[src/rtl/mux_pipeline_arbiter_pkg.sv]
// Shared types and helpers for the pipelined-mux arbiter.
//   arb_state_t : arbiter FSM encoding (idle / settle / output)
//   sel_width   : select width for a given requester count
//   cnt_width   : settle-counter width for a given mux latency
//   rr_next     : first requesting index strictly after ptr, wrapping at n
package mux_pipeline_arbiter_pkg;

    localparam int unsigned RR_MAX_REQ = 32;

    typedef enum logic [1:0] {
        ST_IDLE   = 2'd0,
        ST_SETTLE = 2'd1,
        ST_OUTPUT = 2'd2
    } arb_state_t;

    function automatic int unsigned sel_width(input int unsigned n);
        return (n > 1) ? $clog2(n) : 1;
    endfunction

    function automatic int unsigned cnt_width(input int unsigned latency);
        return $clog2(latency + 1) + 1;
    endfunction

    // Scans ptr+1, ptr+2, ... (mod n); ptr itself is tried last, so the
    // previous winner only repeats when it is the sole requester.
    function automatic int unsigned rr_next(input logic [RR_MAX_REQ-1:0] req,
                                            input int unsigned ptr,
                                            input int unsigned n);
        int unsigned idx;
        logic        found;
        rr_next = ptr;
        found   = 1'b0;
        for (int unsigned k = 1; k <= RR_MAX_REQ; k++) begin
            if (k <= n) begin
                idx = ptr + k;
                if (idx >= n) idx = idx - n;
                if (!found && req[idx]) begin
                    rr_next = idx;
                    found   = 1'b1;
                end
            end
        end
    endfunction

endpackage

[src/rtl/mux_lfmr.sv]
// Fixed-latency pipelined multiplexer: out = in[sel] delayed by LATENCY clocks.
//   clk : rising-edge clock (datapath only, no reset)
//   sel : lane select
//   in  : INPUT_COUNT lanes of WIDTH bits, lane i at [i*WIDTH +: WIDTH]
//   out : selected lane after LATENCY register stages (combinational when 0)
module mux_lfmr #(
    parameter  int unsigned WIDTH       = 8,
    parameter  int unsigned INPUT_COUNT = 4,
    parameter  int unsigned LATENCY     = 2,
    parameter  int unsigned TYPE        = 0,
    parameter  int unsigned PRINT       = 0,
    localparam int unsigned SEL_WIDTH   = (INPUT_COUNT > 1) ? $clog2(INPUT_COUNT) : 1
) (
    input  logic                         clk,
    input  logic [SEL_WIDTH-1:0]         sel,
    input  logic [WIDTH*INPUT_COUNT-1:0] in,
    output logic [WIDTH-1:0]             out
);

    // Only the fixed-latency variant exists; PRINT is a 0/1 enable.
    if (TYPE != 0 || PRINT > 1) begin : g_bad_cfg
        $error("mux_lfmr: unsupported TYPE/PRINT");
    end

    logic [WIDTH-1:0] mux_c;

    always_comb mux_c = in[sel*WIDTH +: WIDTH];

    if (LATENCY == 0) begin : g_comb
        assign out = mux_c;
    end else begin : g_pipe
        logic [WIDTH-1:0] pipe_q [LATENCY];

        // Plain shift register behind the mux; no reset needed on data.
        always_ff @(posedge clk) begin
            pipe_q[0] <= mux_c;
            for (int unsigned i = 1; i < LATENCY; i++) begin
                pipe_q[i] <= pipe_q[i-1];
            end
        end

        assign out = pipe_q[LATENCY-1];
    end

endmodule

[src/rtl/mux_pipeline_arbiter_rr_pick.sv]
// Combinational round-robin pick.
//   req         : request vector
//   ptr         : index of the previous winner
//   grant_c     : first requesting index after ptr (wrap-around)
//   any_valid_c : at least one request present
module mux_pipeline_arbiter_rr_pick
    import mux_pipeline_arbiter_pkg::*;
#(
    parameter  int unsigned INPUT_COUNT = 4,
    localparam int unsigned SEL_WIDTH   = sel_width(INPUT_COUNT)
) (
    input  logic [INPUT_COUNT-1:0] req,
    input  logic [SEL_WIDTH-1:0]   ptr,
    output logic [SEL_WIDTH-1:0]   grant_c,
    output logic                   any_valid_c
);

    always_comb begin
        any_valid_c = |req;
        grant_c     = SEL_WIDTH'(rr_next(RR_MAX_REQ'(req), 32'(ptr), INPUT_COUNT));
    end

endmodule

[src/rtl/mux_pipeline_arbiter.sv]
// Shares one pipelined mux (mux_lfmr) among INPUT_COUNT valid/ready requesters.
// A round-robin grant drives the registered select, which is held until the
// mux pipeline has flushed; the result is then captured and presented on a
// valid/ready port tagged with the source index.
//   clk, rst  : clock, synchronous active-high reset
//   req_valid : per-requester request
//   req_ready : one-cycle accept pulse to the served requester
//   req_data  : requester i at [i*WIDTH +: WIDTH], routed straight into the mux
//   out_valid / out_ready / out_data / out_sel : result port and source index
module mux_pipeline_arbiter
    import mux_pipeline_arbiter_pkg::*;
#(
    parameter  int unsigned WIDTH       = 8,
    parameter  int unsigned INPUT_COUNT = 4,
    parameter  int unsigned LATENCY     = 2,
    parameter  int unsigned TYPE        = 0,
    parameter  int unsigned PRINT       = 0,
    localparam int unsigned SEL_WIDTH   = sel_width(INPUT_COUNT)
) (
    input  logic                         clk,
    input  logic                         rst,
    input  logic [INPUT_COUNT-1:0]       req_valid,
    output logic [INPUT_COUNT-1:0]       req_ready,
    input  logic [WIDTH*INPUT_COUNT-1:0] req_data,
    output logic                         out_valid,
    input  logic                         out_ready,
    output logic [WIDTH-1:0]             out_data,
    output logic [SEL_WIDTH-1:0]         out_sel
);

    localparam int unsigned CNT_WIDTH = cnt_width(LATENCY);

    if (INPUT_COUNT < 2 || INPUT_COUNT > RR_MAX_REQ) begin : g_bad_count
        $error("mux_pipeline_arbiter: INPUT_COUNT out of range");
    end

    arb_state_t             state_q, state_d;
    logic [SEL_WIDTH-1:0]   sel_q, sel_d;
    logic [SEL_WIDTH-1:0]   ptr_q, ptr_d;
    logic [CNT_WIDTH-1:0]   cnt_q, cnt_d;
    logic [INPUT_COUNT-1:0] req_ready_d;
    logic                   out_valid_d;
    logic [WIDTH-1:0]       out_data_d;
    logic [SEL_WIDTH-1:0]   out_sel_d;
    logic                   arbitrate;
    logic [SEL_WIDTH-1:0]   grant_c;
    logic                   any_valid_c;
    logic [WIDTH-1:0]       mux_out_c;

    mux_pipeline_arbiter_rr_pick #(
        .INPUT_COUNT (INPUT_COUNT)
    ) u_rr_pick (
        .req         (req_valid),
        .ptr         (ptr_q),
        .grant_c     (grant_c),
        .any_valid_c (any_valid_c)
    );

    mux_lfmr #(
        .WIDTH       (WIDTH),
        .INPUT_COUNT (INPUT_COUNT),
        .LATENCY     (LATENCY),
        .TYPE        (TYPE),
        .PRINT       (PRINT)
    ) u_mux (
        .clk (clk),
        .sel (sel_q),
        .in  (req_data),
        .out (mux_out_c)
    );

    // State register.
    always_ff @(posedge clk) begin
        if (rst) state_q <= ST_IDLE;
        else     state_q <= state_d;
    end

    // Next state; a dropped request during settle abandons the grant.
    always_comb begin
        state_d = state_q;
        unique case (state_q)
            ST_IDLE: begin
                if (any_valid_c) state_d = ST_SETTLE;
            end
            ST_SETTLE: begin
                if (!req_valid[sel_q])  state_d = ST_IDLE;
                else if (cnt_q == '0)   state_d = ST_OUTPUT;
            end
            ST_OUTPUT: begin
                if (out_ready) state_d = any_valid_c ? ST_SETTLE : ST_IDLE;
            end
            default: state_d = ST_IDLE;
        endcase
    end

    // Next values of the select, counter and registered outputs.
    // Arbitration happens from IDLE and on the output handshake alike.
    always_comb begin
        sel_d       = sel_q;
        ptr_d       = ptr_q;
        cnt_d       = cnt_q;
        req_ready_d = '0;
        out_valid_d = out_valid;
        out_data_d  = out_data;
        out_sel_d   = out_sel;
        arbitrate   = 1'b0;
        unique case (state_q)
            ST_IDLE: begin
                arbitrate = 1'b1;
            end
            ST_SETTLE: begin
                if (req_valid[sel_q]) begin
                    if (cnt_q == '0) begin
                        out_data_d         = mux_out_c;
                        out_sel_d          = sel_q;
                        out_valid_d        = 1'b1;
                        req_ready_d[sel_q] = 1'b1;
                    end else begin
                        cnt_d = cnt_q - CNT_WIDTH'(1);
                    end
                end
            end
            ST_OUTPUT: begin
                if (out_ready) begin
                    out_valid_d = 1'b0;
                    arbitrate   = 1'b1;
                end
            end
            default: ;
        endcase
        if (arbitrate && any_valid_c) begin
            sel_d = grant_c;
            ptr_d = grant_c;
            cnt_d = CNT_WIDTH'(LATENCY);
        end
    end

    // Datapath and output registers. Pointer resets to the last index so
    // requester 0 wins the first arbitration.
    always_ff @(posedge clk) begin
        if (rst) begin
            sel_q     <= '0;
            ptr_q     <= SEL_WIDTH'(INPUT_COUNT - 1);
            cnt_q     <= '0;
            req_ready <= '0;
            out_valid <= 1'b0;
            out_data  <= '0;
            out_sel   <= '0;
        end else begin
            sel_q     <= sel_d;
            ptr_q     <= ptr_d;
            cnt_q     <= cnt_d;
            req_ready <= req_ready_d;
            out_valid <= out_valid_d;
            out_data  <= out_data_d;
            out_sel   <= out_sel_d;
        end
    end

endmodule

[config.mk]
export PLATFORM = sky130hd
export DESIGN_NAME = mux_pipeline_arbiter
export DESIGN_NICKNAME = d
export VERILOG_FILES = /design/src/rtl/mux_pipeline_arbiter_pkg.sv /design/src/rtl/mux_lfmr.sv /design/src/rtl/mux_pipeline_arbiter_rr_pick.sv /design/src/rtl/mux_pipeline_arbiter.sv
export SDC_FILE = /design/constraint.sdc
export NUM_CORES = 1
export LEC_CHECK = 0
export CAP_MARGIN = 20
export CORE_ASPECT_RATIO = 1.25
export CORE_MARGIN = 2
export CORE_UTILIZATION = 41
export CTS_CLUSTER_DIAMETER = 50
export CTS_CLUSTER_SIZE = 25
export DETAILED_ROUTE_END_ITERATION = 7
export HOLD_SLACK_MARGIN = 0.02
export PLACE_DENSITY = 0.81
export SYNTH_ARGS = -nofsm -noshare
export SYNTH_HDL_FRONTEND = slang
export SYNTH_HIERARCHICAL = 1
export SYNTH_SLANG_ARGS = --single-unit
export TNS_END_PERCENT = 5
[constraint.sdc]
create_clock -name clk -period 2.65 [get_ports clk]
set_input_delay 0.265 -clock clk [delete_from_list [all_inputs] [get_ports clk]]
set_output_delay 0.265 -clock clk [all_outputs]
set_load 0.005 [all_outputs]
Word-level counts from Yosys, hierarchy flattened
Memory sizes are Yosys's and may differ from the RTL's. A register that Yosys moved wholly into a read port is not among the register bits.
Cells that the tools add are included.
Widths: inputs -> output; s select.
Storage, ports and cells
  register bits after elaboration: 16
  RAM bits: 16
  bits of input ports: 39
  output and inout port bits: 15
  logic and storage cells: 100
  memories: 1
Operators by class
  add/sub/neg operators: 9
  $lt $le $gt $ge: 10
  equal/unequal tests: 8
  shift operators: 1
  muxes and demuxes: 39
  bitwise logic cells: 3
  reduce and logical (&&, ||, !) cells: 21
Memories
  u_mux.g_pipe.pipe_q: depth 2, bits a word 8, rd ports 2, clocked after Yosys merged registers in 1, write ports 2, RTL line mux_lfmr.sv:32  | logic [WIDTH-1:0] pipe_q [LATENCY];
Operator list (count)
  $ge 32x3->1 const B: 4
  $lt 32x6->1 const B: 4
  $mux 32: 4
  $sub 32x3->32 const B: 4
  $shiftx 32x6->8: 1
  $mux 2: 12
  $bmux 1 s5: 4
  $mux 1: 14
  $reduce_and 3->1: 4
  $ne 2x2->1 const B: 4
  $reduce_or 4->1: 2
  $add 2x2->3 const B: 2
  $pmux 2 s3: 1
  $reduce_bool 2->1: 3
  $logic_and 1x1->1: 5
  $add 2x3->4 const B: 1
  $pmux 1 s2: 2
  $reduce_and 4->1: 1
  $add 2x1->3 const B: 1
  $logic_not 1->1: 3
  $logic_not 3->1: 1
  $lt 2x3->1 const B: 1
  $ne 3x3->1 const B: 1
  $not 1->1: 3
  other kinds (9): 9

Depth between registers and ports, before layout
Gate-level depths: netlist (run 1).
  word-level depth: 15
  gate-level depth with buffers: 9
  gate-level depth less buffers: 8

Hierarchy
The synthesis (run 1) kept the hierarchy.
By module, submodules not included
  mux_pipeline_arbiter: times used 1, cells each 106, area each 1048.5 µm², seq. area each 480.5 µm²
  mux_lfmr: times used 1, cells each 34, area each 576.8 µm², seq. area each 320.3 µm²
  mux_pipeline_arbiter_rr_pick: times used 1, cells each 31, area each 262.8 µm², seq. area each 0.0 µm²

Least setup slack after synthesis (run 1)
OpenSTA, ideal clock, no wires.
  path type: register to register
  from: register ptr_q[0]
  to: register sel_q[1]
  library setup time: 0.070 ns
  arrival time: 1.891 ns
  data required time: 2.580 ns
  slack: 0.689 ns
  stages on the path, launching flop included: 10
  path buffers: 1
  period minus slack after synthesis: 1.961 ns
  path through: dfxtp_1 > buf_6 > inv_1 > ha_1 > a21boi_1 > a22oi_2 > nor3b_1 > o41ai_2 > nand2_1 > a21oi_1
Between the ends
  word-level cells in the longest chain between the ends: 15
  elaborated cells between the ends (all ways): 37
  classes of those cells: 8 x add/sub; 4 x order compare; 19 x mux; 6 x reduce/logical
RTL lines
  start, declared: RTL line mux_pipeline_arbiter.sv:39  | logic [SEL_WIDTH-1:0] ptr_q, ptr_d;
  start signal, assigned: RTL line mux_pipeline_arbiter.sv:143  | ptr_q <= SEL_WIDTH'(INPUT_COUNT - 1);
  start signal, assigned: RTL line mux_pipeline_arbiter.sv:151  | ptr_q <= ptr_d;
  $add 2x1->3: RTL line mux_pipeline_arbiter_pkg.sv:35  | idx = ptr + k;
  $sub 32x3->32 or $ge 32x3->1 (tied branches): RTL line mux_pipeline_arbiter_pkg.sv:36  | if (idx >= n) idx = idx - n;
  $mux 32: RTL line mux_pipeline_arbiter_pkg.sv:36
  $bmux 1 s5: RTL line mux_pipeline_arbiter_pkg.sv:37  | if (!found && req[idx]) begin
  $mux 1 (implied by the code): RTL line mux_pipeline_arbiter_pkg.sv:37
  $mux 1: RTL line mux_pipeline_arbiter_pkg.sv:37
  $logic_not 1->1: RTL line mux_pipeline_arbiter_pkg.sv:37
  $logic_and 1x1->1: RTL line mux_pipeline_arbiter_pkg.sv:37
  $mux 1: RTL line mux_pipeline_arbiter_pkg.sv:37
  $logic_not 1->1: RTL line mux_pipeline_arbiter_pkg.sv:37
  $logic_and 1x1->1: RTL line mux_pipeline_arbiter_pkg.sv:37
  $mux 1: RTL line mux_pipeline_arbiter_pkg.sv:37
  $logic_not 1->1: RTL line mux_pipeline_arbiter_pkg.sv:37
  $logic_and 1x1->1: RTL line mux_pipeline_arbiter_pkg.sv:37
  $mux 2 *: RTL line mux_pipeline_arbiter_pkg.sv:37
  net grant_c[1]: RTL line mux_pipeline_arbiter.sv:46  | logic [SEL_WIDTH-1:0] grant_c;
  end signal, assigned: RTL line mux_pipeline_arbiter.sv:150  | sel_q <= sel_d;
  end, declared: RTL line mux_pipeline_arbiter.sv:38  | logic [SEL_WIDTH-1:0] sel_q, sel_d;
Mark *: on every way through the listed nets, which the timed path passes. The rest lies on a longest branch. The select of a mux whose other input is x is not followed.
A chain may end at the register's enable or synchronous reset.

Worst setup path after layout (run 1)
Same ends and word-level chain as after synthesis.

==> metrics.md, run 1 <==
| Metric | Value |
|---|---|
| Crit end category | `register` |
| GRT Total Usage | `approximately 15%` |
| Final WL | `3560 um` |
| Sequential area share after synthesis | `42.4%` |
| GP Congestion | `around 0.75` |
| Gate Count Post-Synth | `~170` |
| # fillers | `between 300 and 400` |
| FFs w/ async S/R, synth | `0%` |
| First-pass GRT wire length | `5870 um` |
| WL/cell | `13.1 um` |
| Global-route congestion overflow total | `0` |
| Core Area | `~0.0044 sq mm` |
| Clk Latency, worst-skew pair | `0.29 ns` |
| Status | `finished clean` |
| Placed cell areas | `0.00236 sq mm` |
| CTS Buf Count | `5` |
| Number of global-route vias before repair | `approximately 1.3k` |
| Clk pwr share | `22.2%` |
| Cts repair resizes | `0` |
| Post-route cell area | `0.00247 sq mm` |
| Mapped Area | `0.00189 sq mm` |
| Ratio of final minimum period to clock period | `87.1%` |
| Avg Inst Size Synth | `~11 sq um` |
| CP Max Fanout | `9` |
| Unrepaired setup endpoints after global routing | `false` |
| Net Switching | `between 0.0006 and 0.0007 W` |
| Switching part of the total | `between 30% and 40%` |
| CTS max path bufs | `2` |
| Ys flop type | `dfxtp_1` |
| Cell with the most instances after synthesis | `dfxtp_1` |
| Actual slew at the worst max-slew pin | `between 0.8 and 0.9 ns` |
| Router iterations before antenna repair | `5` |
| CTS sink cnt | `40` |
| EDFF count, synth | `0` |
| Worst-path clk slew | `around 0.07 ns` |
| Count of state elements after synthesis | `40` |
| CP startpoint kind | `register` |
| Nets | `roughly 260` |
| Via density | `between 5 and 6` |
| Pleak | `between 0.8 and 0.9 nW` |
| Worst setup margin | `~0.34 ns` |
| TritonCTS clock tree | `built` |
| Final setup viols | `0` |
| Share of the synthesized area in the top cell type | `42.4%` |
| Largest net degree at the start of global routing | `27` |
| Effective utilization at floorplan | `between 40% and 50%` |
| Die W | `64.7 um` |
| Post-DRT Antenna Nets | `0` |
| Power Density | `around 870 mW/mm^2` |
| Post-synth cell types | `47` |
| Die area | `roughly 0.0052 sq mm` |
| PortBufs | `53` |
| Relative slew slack | `41.1%` |
| I/O Pins | `54` |
| Final count of pins violating max slew | `0` |
| Vias | `roughly 1.4k` |
| Post-CTS setup buffer count | `0` |
| Synth cell count leaders | `dfxtp_1 (40), a21oi_1 (15), buf_4 (9), nand2_1 (9), nand4_1 (9)` |
| Req. time, crit path | `~2.9 ns` |
| Yosys warns | `6` |
| Layout cell share with drive strength beyond 1 | `between 10% and 20%` |
| Crit path time final | `2.31 ns` |
| Die height | `roughly 80 um` |
| Place WS | `around 0.38 ns` |
| Max-Cap Viols | `0` |
| Area grow syn2layout | `30.7%` |
| Synth top area cells | `dfxtp_1 (42%), mux4_2 (9.5%), a21oi_1 (4.0%), buf_4 (3.6%), ha_1 (3.3%)` |
| Peak VDD IR | `around 0.38 mV` |
| Hold_buf cts | `0` |
| Final setup TNS | `0 ns` |
| FF/Latch Area | `~800 sq um` |
| DRC errors left | `0` |
| Initial antenna violation count | `0` |
| Multi-input gate area | `930 sq um` |
| Clock root cell | `clkbuf_8` |
| FMAX | `433 MHz` |
| Max Clock Skew | `between 0.002 and 0.003 ns` |
| Mapped Nets | `between 200 and 250` |
| Htree depth | `2` |
| Worst hold path type | `reg -> reg` |
| Crit Path Class | `reg -> reg` |
| Sequential Power Share | `about two fifths` |
| Ant diodes | `0` |
| Endpoints failing hold | `0` |
| Combinational power share | `36.3%` |
| First DRT Iteration DRCs | `between 60 and 70` |
| Internal | `between 0.001 and 0.0015 W` |
| CP arrival | `between 2 and 3 ns` |
| Row count | `27` |
| Dpl hpwl | `2670 um` |
| Synth area leader | `dfxtp_1` |
| Final total power | `0.00214 W` |
## cells by family (layout without fill, tap and decap cells)
group           count (synthesis)  in the layout  share of synthesized area (%)
fa+ha+maj                       5              5                           3.31
xor+xnor                        1              1                          0.464
mux                            14             14                           14.6
buf+inv                        24             67                           8.35
compound gates                 42             42                           17.2
flops                          40             40                           42.4
simple gates                   45             45                           13.7
## per-layer routing
layer | vias to the layer above | part of all wire, % | global-route usage (%)
li1 | 703 | - | -
met1 | 647 | 41 | 17.4
met2 | 49 | 53 | 24.6
met3 | 8 | 4.3 | 2.40
met4 | 0 | 1.9 | 8.72
met5 | - | 0 | 0
## sequential cells by signal, summed over array words and instances (netlist names)
register             count
state_q                  2
out_valid                1
out_sel                  2
u_mux/g_pipe.pipe_q     16
sel_q                    2
req_ready                4
out_data                 8
ptr_q                    2
cnt_q                    3
## power groups by stage
stage	Combinational, W	Sequential (W)	Clock, W
6_report	0.000777	0.000886	0.000474
4_1_cts	0.000775	0.000887	0.000479
3_3_place_gp	0.000754	0.000895	0
3_5_place_dp	0.000768	0.000901	0
2_1_floorplan	0.000732	0.000836	0
5_1_grt	0.000853	0.000911	0.000511
## layout by cell type, fill, tap and decap left out, drive strengths merged, types with 2 or more instances in the layout
cell           instances
o32ai                  2
o41ai                  2
mux2                   2
or2                    2
ha                     5
a21oi                 15
clkbuf                 6
nor4                   2
o21ai                 12
a31oi                  2
nand3                  2
clkdlybuf4s50         53
nor3b                  2
inv                    4
nand2                  9
nand2b                 3
nor2b                  2
mux4                   8
clkinv                 2
mux2i                  4
nor2                   7
nand4                  9
dfxtp                 40
## critical path, cell delays in order (launching register included)
cell,delay [ns]
dfxtp_1,0.56
inv_1,0.15
ha_1,0.38
a21boi_1,0.28
a22oi_2,0.12
nor3b_1,0.16
o41ai_2,0.33
nand2_1,0.11
a21oi_1,0.13
## stage by stage
step | instances | utilization (%) | hold WS, ns
5_1_grt | 272 | 55.8 | 0.334
3_3_place_gp | 264 | 53.3 | 0.310
2_1_floorplan | 171 | - | 0.310
4_1_cts | 272 | 55.8 | 0.328
6_report | 272 | 55.8 | 0.329
3_5_place_dp | 264 | 53.3 | 0.312
## area by class of cell
| class | count | area share, % |
|---|---|---|
| Clock inverter | 2 | 1.42 |
| Clock buffer | 6 | 2.94 |
| Inverter | 5 | 0.761 |
| Sequential cell | 40 | 32.5 |
| Timing Repair Buffer | 54 | 21.8 |
| Multi-Input combinational cell | 107 | 37.7 |
| Tap cell | 58 | 2.94 |
## final timing paths
check                       startpoint                         to  slack [ns]  depth (start not counted)
max                           ptr_q[0]                   sel_q[1]        0.34                          8
min          u_mux/g_pipe.pipe_q[0][0]  u_mux/g_pipe.pipe_q[0][8]        0.33                          0
max reg2reg                   ptr_q[0]                   sel_q[1]        0.34                          8
min reg2reg  u_mux/g_pipe.pipe_q[0][0]  u_mux/g_pipe.pipe_q[0][8]        0.33                          0
No activity file was read; power rests on OpenSTA's default activity.
==> run 2, diff against run 1 <==
--- a/config.mk
+++ b/config.mk
@@ -9,11 +9,12 @@
 export CORE_ASPECT_RATIO = 1.25
 export CORE_MARGIN = 2
 export CORE_UTILIZATION = 41
-export CTS_CLUSTER_DIAMETER = 50
+export CTS_CLUSTER_DIAMETER = 30
 export CTS_CLUSTER_SIZE = 25
 export DETAILED_ROUTE_END_ITERATION = 7
 export HOLD_SLACK_MARGIN = 0.02
-export PLACE_DENSITY = 0.81
+export PLACE_DENSITY = 0.7
+export SKIP_LAST_GASP = 1
 export SYNTH_ARGS = -nofsm -noshare
 export SYNTH_HDL_FRONTEND = slang
 export SYNTH_HIERARCHICAL = 1
==> run 2 against run 1 <==
Net effect: via count rose by 1.4%; combinational power fell by 1%; non-clock buffer count rose by 1; utilization rose by 0.48 points; clock power rose by 9.5%; total power rose by 1.5%; count of clock-buffer cells in the layout did not move; clock skew rose by 0.0072 ns; critical path depth did not move; cell count rose by 0.37%; flip-flop and latch count did not move; critical path type unchanged.
==> metrics.md, run 2 (same netlist as run 1, synthesis figures left out) <==
| Metric | Value |
|---|---|
| TritonCTS clock tree | `built` |
| Final setup TNS | `0 ns (unchanged)` |
| Commonest non-fill, non-tap cell in the layout | `clkdlybuf4s50_1` |
| WL/cell | `13.0 um (-0.23%)` |
| Layout cell share with drive strength beyond 1 | `17.2% (+0.85 points)` |
| Req. time, crit path | `2.85 ns (about the same)` |
| Unrepaired setup endpoints after global routing | `false` |
| Area grow syn2layout | `31.8%` |
| CP bufs+invs | `1 (unchanged)` |
| Actual slew at the worst max-slew pin | `0.839 ns (-0.0411 ns)` |
| CTS max path bufs | `2 (unchanged)` |
| Die height | `79.9 um (unchanged)` |
| Final count of pins violating max slew | `0 (unchanged)` |
| Peak VDD IR | `0.377 mV (-0.17%)` |
| Pleak | `0.902 nW (+1.2%)` |
| Max-Cap Viols | `0 (unchanged)` |
| Biggest regs | `u_mux/g_pipe.pipe_q (16), out_data (8), req_ready (4)` |
| Number of flip-flops in the largest register | `16 (unchanged)` |
| Number of global-route vias before repair | `1359 (+2.0%)` |
| Die W | `64.7 um (unchanged)` |
| Post-CTS setup buffer count | `0 (unchanged)` |
| Top reg by flops | `u_mux/g_pipe.pipe_q` |
| Met2 Track Usage GR | `25.4% (+0.83 points)` |
| FMAX | `446 MHz (+2.8%)` |
| PortBufs | `53 (unchanged)` |
| First-pass GRT wire length | `6000 um (+2.2%)` |
| DRC errors left | `0 (unchanged)` |
| Cell family with most CP delay | `compound AO/OA/AOI/OAI gates` |
| Worst-path clk slew | `0.08 ns (about the same)` |
| Cts repair resizes | `0 (unchanged)` |
| CTS sink cnt | `40 (unchanged)` |
| Crit path time final | `2.24 ns (-0.0633 ns)` |
| Row count | `27 (unchanged)` |
| Final setup viols | `0 (unchanged)` |
| CTS Buf Count | `5 (unchanged)` |
| GP Congestion | `0.908 (+22%)` |
| Met1 Use GR | `18.3% (+0.93 points)` |
| Core Area | `0.00443 sq mm (unchanged)` |
| I/O Pins | `54 (unchanged)` |
| Hold_buf cts | `0 (unchanged)` |
| FF/Latch Area | `801 sq um (unchanged)` |
| Status | `finished clean` |
| Endpoints failing hold | `0 (unchanged)` |
| Effective utilization at floorplan | `42.7% (unchanged)` |
| Worst hold path type | `reg -> reg` |
| Clk Latency, worst-skew pair | `0.30 ns (about the same)` |
| Relative slew slack | `43.9% (+2.8 points)` |
| Router iterations before antenna repair | `4 (-1)` |
| Multi-input gate area | `930 sq um (unchanged)` |
| CP arrival | `2.45 ns (-0.06 ns)` |
| Nets | `258 (+0.39%)` |
| Global-route congestion overflow total | `0 (unchanged)` |
| Power Density | `871 mW/mm^2 (+0.64%)` |
| # fillers | `397 (+3.4%)` |
| Largest net degree at the start of global routing | `24 (-11%)` |
| Initial antenna violation count | `0 (unchanged)` |
| Dpl hpwl | `2680 um (+0.57%)` |
| Commonest non-fill, non-tap cells in the layout | `clkdlybuf4s50_1 (53), dfxtp_1 (40), a21oi_1 (15)` |
| Max Clock Skew | `0.0101 ns (+0.00719 ns)` |
| Vias | `1426 (+1.4%)` |
| Crit Path Class | `reg -> reg` |
| Die area | `0.00517 sq mm (unchanged)` |
| GRT Total Usage | `15.1% (+0.51 points)` |
| Ant diodes | `0 (unchanged)` |
| CP startpoint kind | `register` |
| Post-DRT Antenna Nets | `0 (unchanged)` |
| Crit-path cells | `inv_1, ha_1, a21boi_1, a22oi_2, o32ai_1, xnor2_1, nand2_1, a21oi_1` |
| Crit end category | `register` |
| Htree depth | `2 (unchanged)` |
| CP Max Fanout | `9 (unchanged)` |
| Via density | `5.22 (+0.98%)` |
| CP max stage cell | `dfxtp_1` |
| Ratio of final minimum period to clock period | `84.7% (-2.4 points)` |
| GR met3 Demand/Resource | `3.81% (+1.4 points)` |
| Worst reg2reg setup slack | `0.41 ns (+0.06 ns)` |
| Final WL | `3560 um (+0.14%)` |
| First DRT Iteration DRCs | `48 (-23%)` |
| Final Util | `56.2% (+0.48 points)` |
| Most used routing layer | `met2` |
| Slowest cell delay on critical path | `0.56 ns (about the same)` |
| Clock root cell | `clkbuf_8` |
## run 2: changes by cell type in the layout (fill, tap and decap cells not counted)
cell      delta
buf_4        +1
clkbuf_1     -1
clkbuf_8     +1
clkinv_2     -1
clkinv_4     +1
## run 2: cell type report
cell class	instances	area share, %
sequential	40	32.2
inverter	5	0.754
timing repair buffer	55	21.9
clock buffer	6	3.32
tap	58	2.92
multi-input combinational	107	37.4
clock inverter	2	1.56
## run 2: worst paths after layout
check | startpoint | end | cells past startpoint
max | ptr_q[0] | sel_q[0] | 8
min | u_mux/g_pipe.pipe_q[0][4] | u_mux/g_pipe.pipe_q[0][12] | 0
max reg2reg | ptr_q[0] | sel_q[0] | 8
min reg2reg | u_mux/g_pipe.pipe_q[0][4] | u_mux/g_pipe.pipe_q[0][12] | 0
## run 2: metal layers
metal	vias to the layer above	share of wire (%)
met5	-	0
met4	0	1.6
met3	4	3.8
met2	40	52
met1	672	43
li1	710	-
## run 2: metrics by stage
stage	hold WS [ns]	worst slack, ns	cells	power [W]	instance area, sq um
final	0.326	0.406	273	0.00217	2490
after global routing	0.337	0.208	273	0.00231	2490
after CTS	0.332	0.413	273	0.00219	2490
after detailed placement	0.314	0.454	265	0.00167	2370
after global placement	0.310	0.483	265	0.00165	2370
after floorplan	0.310	0.689	171	0.00157	1890
## run 2: power breakdown
part / leakage, nW / total (W) / switching, W / internal, W
clock: 0.0614 / 0.000519 / 0.000211 / 0.000308
combinational: 0.510 / 0.000768 / 0.000356 / 0.000412
sequential: 0.331 / 0.000881 / 0.000119 / 0.000763
total: 0.902 / 0.00217 / 0.000687 / 0.00148
==> run 3, diff against run 2 <==
==> constraint.sdc (replaced) <==
create_clock -name clk -period 2.3 [get_ports clk]
set_input_delay 0.23 -clock clk [delete_from_list [all_inputs] [get_ports clk]]
set_output_delay 0.23 -clock clk [all_outputs]
set_load 0.005 [all_outputs]
==> run 3 against run 2 <==
Net effect: die area did not move; sequential power rose by 9.9%; wire length increased by 3.7%; total power up 16%; register-to-register slack got worse by 0.22 ns; non-clock buffer count is 2 higher; cell count is 0.73% higher; via count up 1.5%; sequential share of layout area down 0.19 points; flip-flop and latch count unchanged; count of clock-buffer cells in the layout did not move; critical path depth did not move.
==> metrics.md, run 3 (same netlist as run 1, synthesis figures left out) <==
| Metric | Value |
|---|---|
| Status | `finished clean` |
| Max-Cap Viols | `0 (unchanged)` |
| Ratio of final minimum period to clock period | `92.1% (+7.4 points)` |
| I/O Pins | `54 (unchanged)` |
| CTS sink cnt | `40 (unchanged)` |
| Post-DRT Antenna Nets | `0 (unchanged)` |
| Unrepaired setup endpoints after global routing | `false` |
| CTS Buf Count | `5 (unchanged)` |
| Commonest non-fill, non-tap cells in the layout | `clkdlybuf4s50_1 (53), dfxtp_1 (40), a21oi_1 (15)` |
| CP arrival | `2.32 ns (-0.13 ns)` |
| FMAX | `472 MHz (+5.9%)` |
| CP max stage cell | `dfxtp_1` |
| Core Area | `0.00443 sq mm (unchanged)` |
| PortBufs | `53 (unchanged)` |
| Number of global-route vias before repair | `1413 (+4.0%)` |
| DRC errors left | `0 (unchanged)` |
| Hold_buf cts | `0 (unchanged)` |
| Via density | `5.26 (+0.73%)` |
| Final setup TNS | `0 ns (unchanged)` |
| Top reg by flops | `u_mux/g_pipe.pipe_q` |
| CTS max path bufs | `2 (unchanged)` |
| Power Density | `1010 mW/mm^2 (+16%)` |
| Initial antenna violation count | `0 (unchanged)` |
| Non-Filler Instances | `275 (+0.73%)` |
| # fillers | `392 (-1.3%)` |
| Die area | `0.00517 sq mm (unchanged)` |
| Max Clock Skew | `0.00595 ns (-0.00415 ns)` |
| Actual slew at the worst max-slew pin | `0.810 ns (-0.0297 ns)` |
| First-pass GRT wire length | `6280 um (+4.7%)` |
| GRT Total Usage | `15.7% (+0.55 points)` |
| CP Max Fanout | `7 (-2)` |
| Slowest cell delay on critical path | `0.45 ns (-0.11 ns)` |
| Crit Path Class | `reg -> reg` |
| Vias | `1447 (+1.5%)` |
| Number of flip-flops in the largest register | `16 (unchanged)` |
| Commonest non-fill, non-tap cell in the layout | `clkdlybuf4s50_1` |
| Final count of pins violating max slew | `0 (unchanged)` |
| Worst-path clk slew | `0.08 ns (about the same)` |
| Clock root cell | `clkbuf_8` |
| Crit end category | `register` |
| Global-route congestion overflow total | `0 (unchanged)` |
| TritonCTS clock tree | `built` |
| Relative slew slack | `45.8% (+2.0 points)` |
| CP startpoint kind | `register` |
| Row count | `27 (unchanged)` |
| Final WL | `3690 um (+3.7%)` |
| Layout cell share with drive strength beyond 1 | `18.0% (+0.76 points)` |
| Largest net degree at the start of global routing | `23 (-4.2%)` |
| Place WS | `0.209 ns (-0.245 ns)` |
| Post-CTS setup buffer count | `0 (unchanged)` |
| Endpoints failing hold | `0 (unchanged)` |
| Effective utilization at floorplan | `42.7% (unchanged)` |
| Worst hold path type | `reg -> reg` |
| Ant diodes | `0 (unchanged)` |
| Req. time, crit path | `2.50 ns (-0.35 ns)` |
| WL/cell | `13.4 um (+3.0%)` |
| GP Congestion | `0.867 (-4.6%)` |
| Htree depth | `2 (unchanged)` |
| Worst setup margin | `0.181 ns (-0.225 ns)` |
| Router iterations before antenna repair | `7 (+3)` |
| Pleak | `0.912 nW (+1.1%)` |
| Final setup viols | `0 (unchanged)` |
| Cts repair resizes | `0 (unchanged)` |
| Crit-path cells | `inv_1, ha_1, a21boi_1, a22oi_2, nor3b_1, o41ai_2, nand2_1, a21oi_1` |
| Peak VDD IR | `0.388 mV (+2.9%)` |
| Clk Latency, worst-skew pair | `0.29 ns (about the same)` |
| Biggest regs | `u_mux/g_pipe.pipe_q (16), out_data (8), req_ready (4)` |
| Area grow syn2layout | `32.6%` |
| Dpl cells | `267 (+0.75%)` |
| Dpl hpwl | `2790 um (+4.0%)` |
| Crit path time final | `2.12 ns (-0.125 ns)` |
| Final total power | `0.00252 W (+16%)` |
| Die W | `64.7 um (unchanged)` |
| Die height | `79.9 um (unchanged)` |
| First DRT Iteration DRCs | `68 (+42%)` |
| Nets | `260 (+0.78%)` |
run 3: cell types whose count changed in the layout (fill, tap and decap cells not counted), sizes merged:
cell  previous run  this run
buf              2         4
run 3: per-stage QoR:
stage	utilization [%]	hold WS (ns)	area, sq um
2_1_floorplan	-	0.310	1890
3_3_place_gp	53.8	0.310	2380
3_5_place_dp	53.8	0.312	2380
4_1_cts	56.6	0.329	2500
5_1_grt	56.6	0.333	2500
6_report	56.6	0.328	2500
run 3: power by group:
group          switching (W)  leakage (nW)  internal, W
logic               0.000478         0.520     0.000492
registers          0.0000897         0.331     0.000878
clock network       0.000231        0.0614     0.000354
run 3: metal layers:
metal	part of all wire (%)	GRT usage, %	wire, um
met1	41	18.7	1530
met2	53	27.5	1940
met4	1.4	5.74	51
met5	0	0	0
met3	4.7	3.39	172
run 3: critical path, delay by kind of cell (launching register included):
| kind | cells | cell delay (ns) |
|---|---|---|
| AOI/OAI and AO/OA | 4 | 0.83 |
| adders and majority gates | 1 | 0.36 |
| buffers and inverters | 1 | 0.12 |
| DFF | 1 | 0.45 |
| and+or+nand+nor | 2 | 0.28 |
run 3: worst paths after layout:
check,slack (ns),cells past startpoint,to,start
min,0.33,0,u_mux/g_pipe.pipe_q[0][12],u_mux/g_pipe.pipe_q[0][4]
min reg2reg,0.33,0,u_mux/g_pipe.pipe_q[0][12],u_mux/g_pipe.pipe_q[0][4]
max reg2reg,0.18,8,sel_q[1],ptr_q[1]
max,0.18,8,sel_q[1],ptr_q[1]
run 3: cell type report:
cell class	count	area (sq um)	area share [%]
clock buffer	6	82.6	3.30
sequential	40	801	32.0
tap	58	72.6	2.90
multi-input combinational	107	930	37.1
clock inverter	2	38.8	1.55
inverter	5	18.8	0.750
timing repair buffer	57	561	22.4
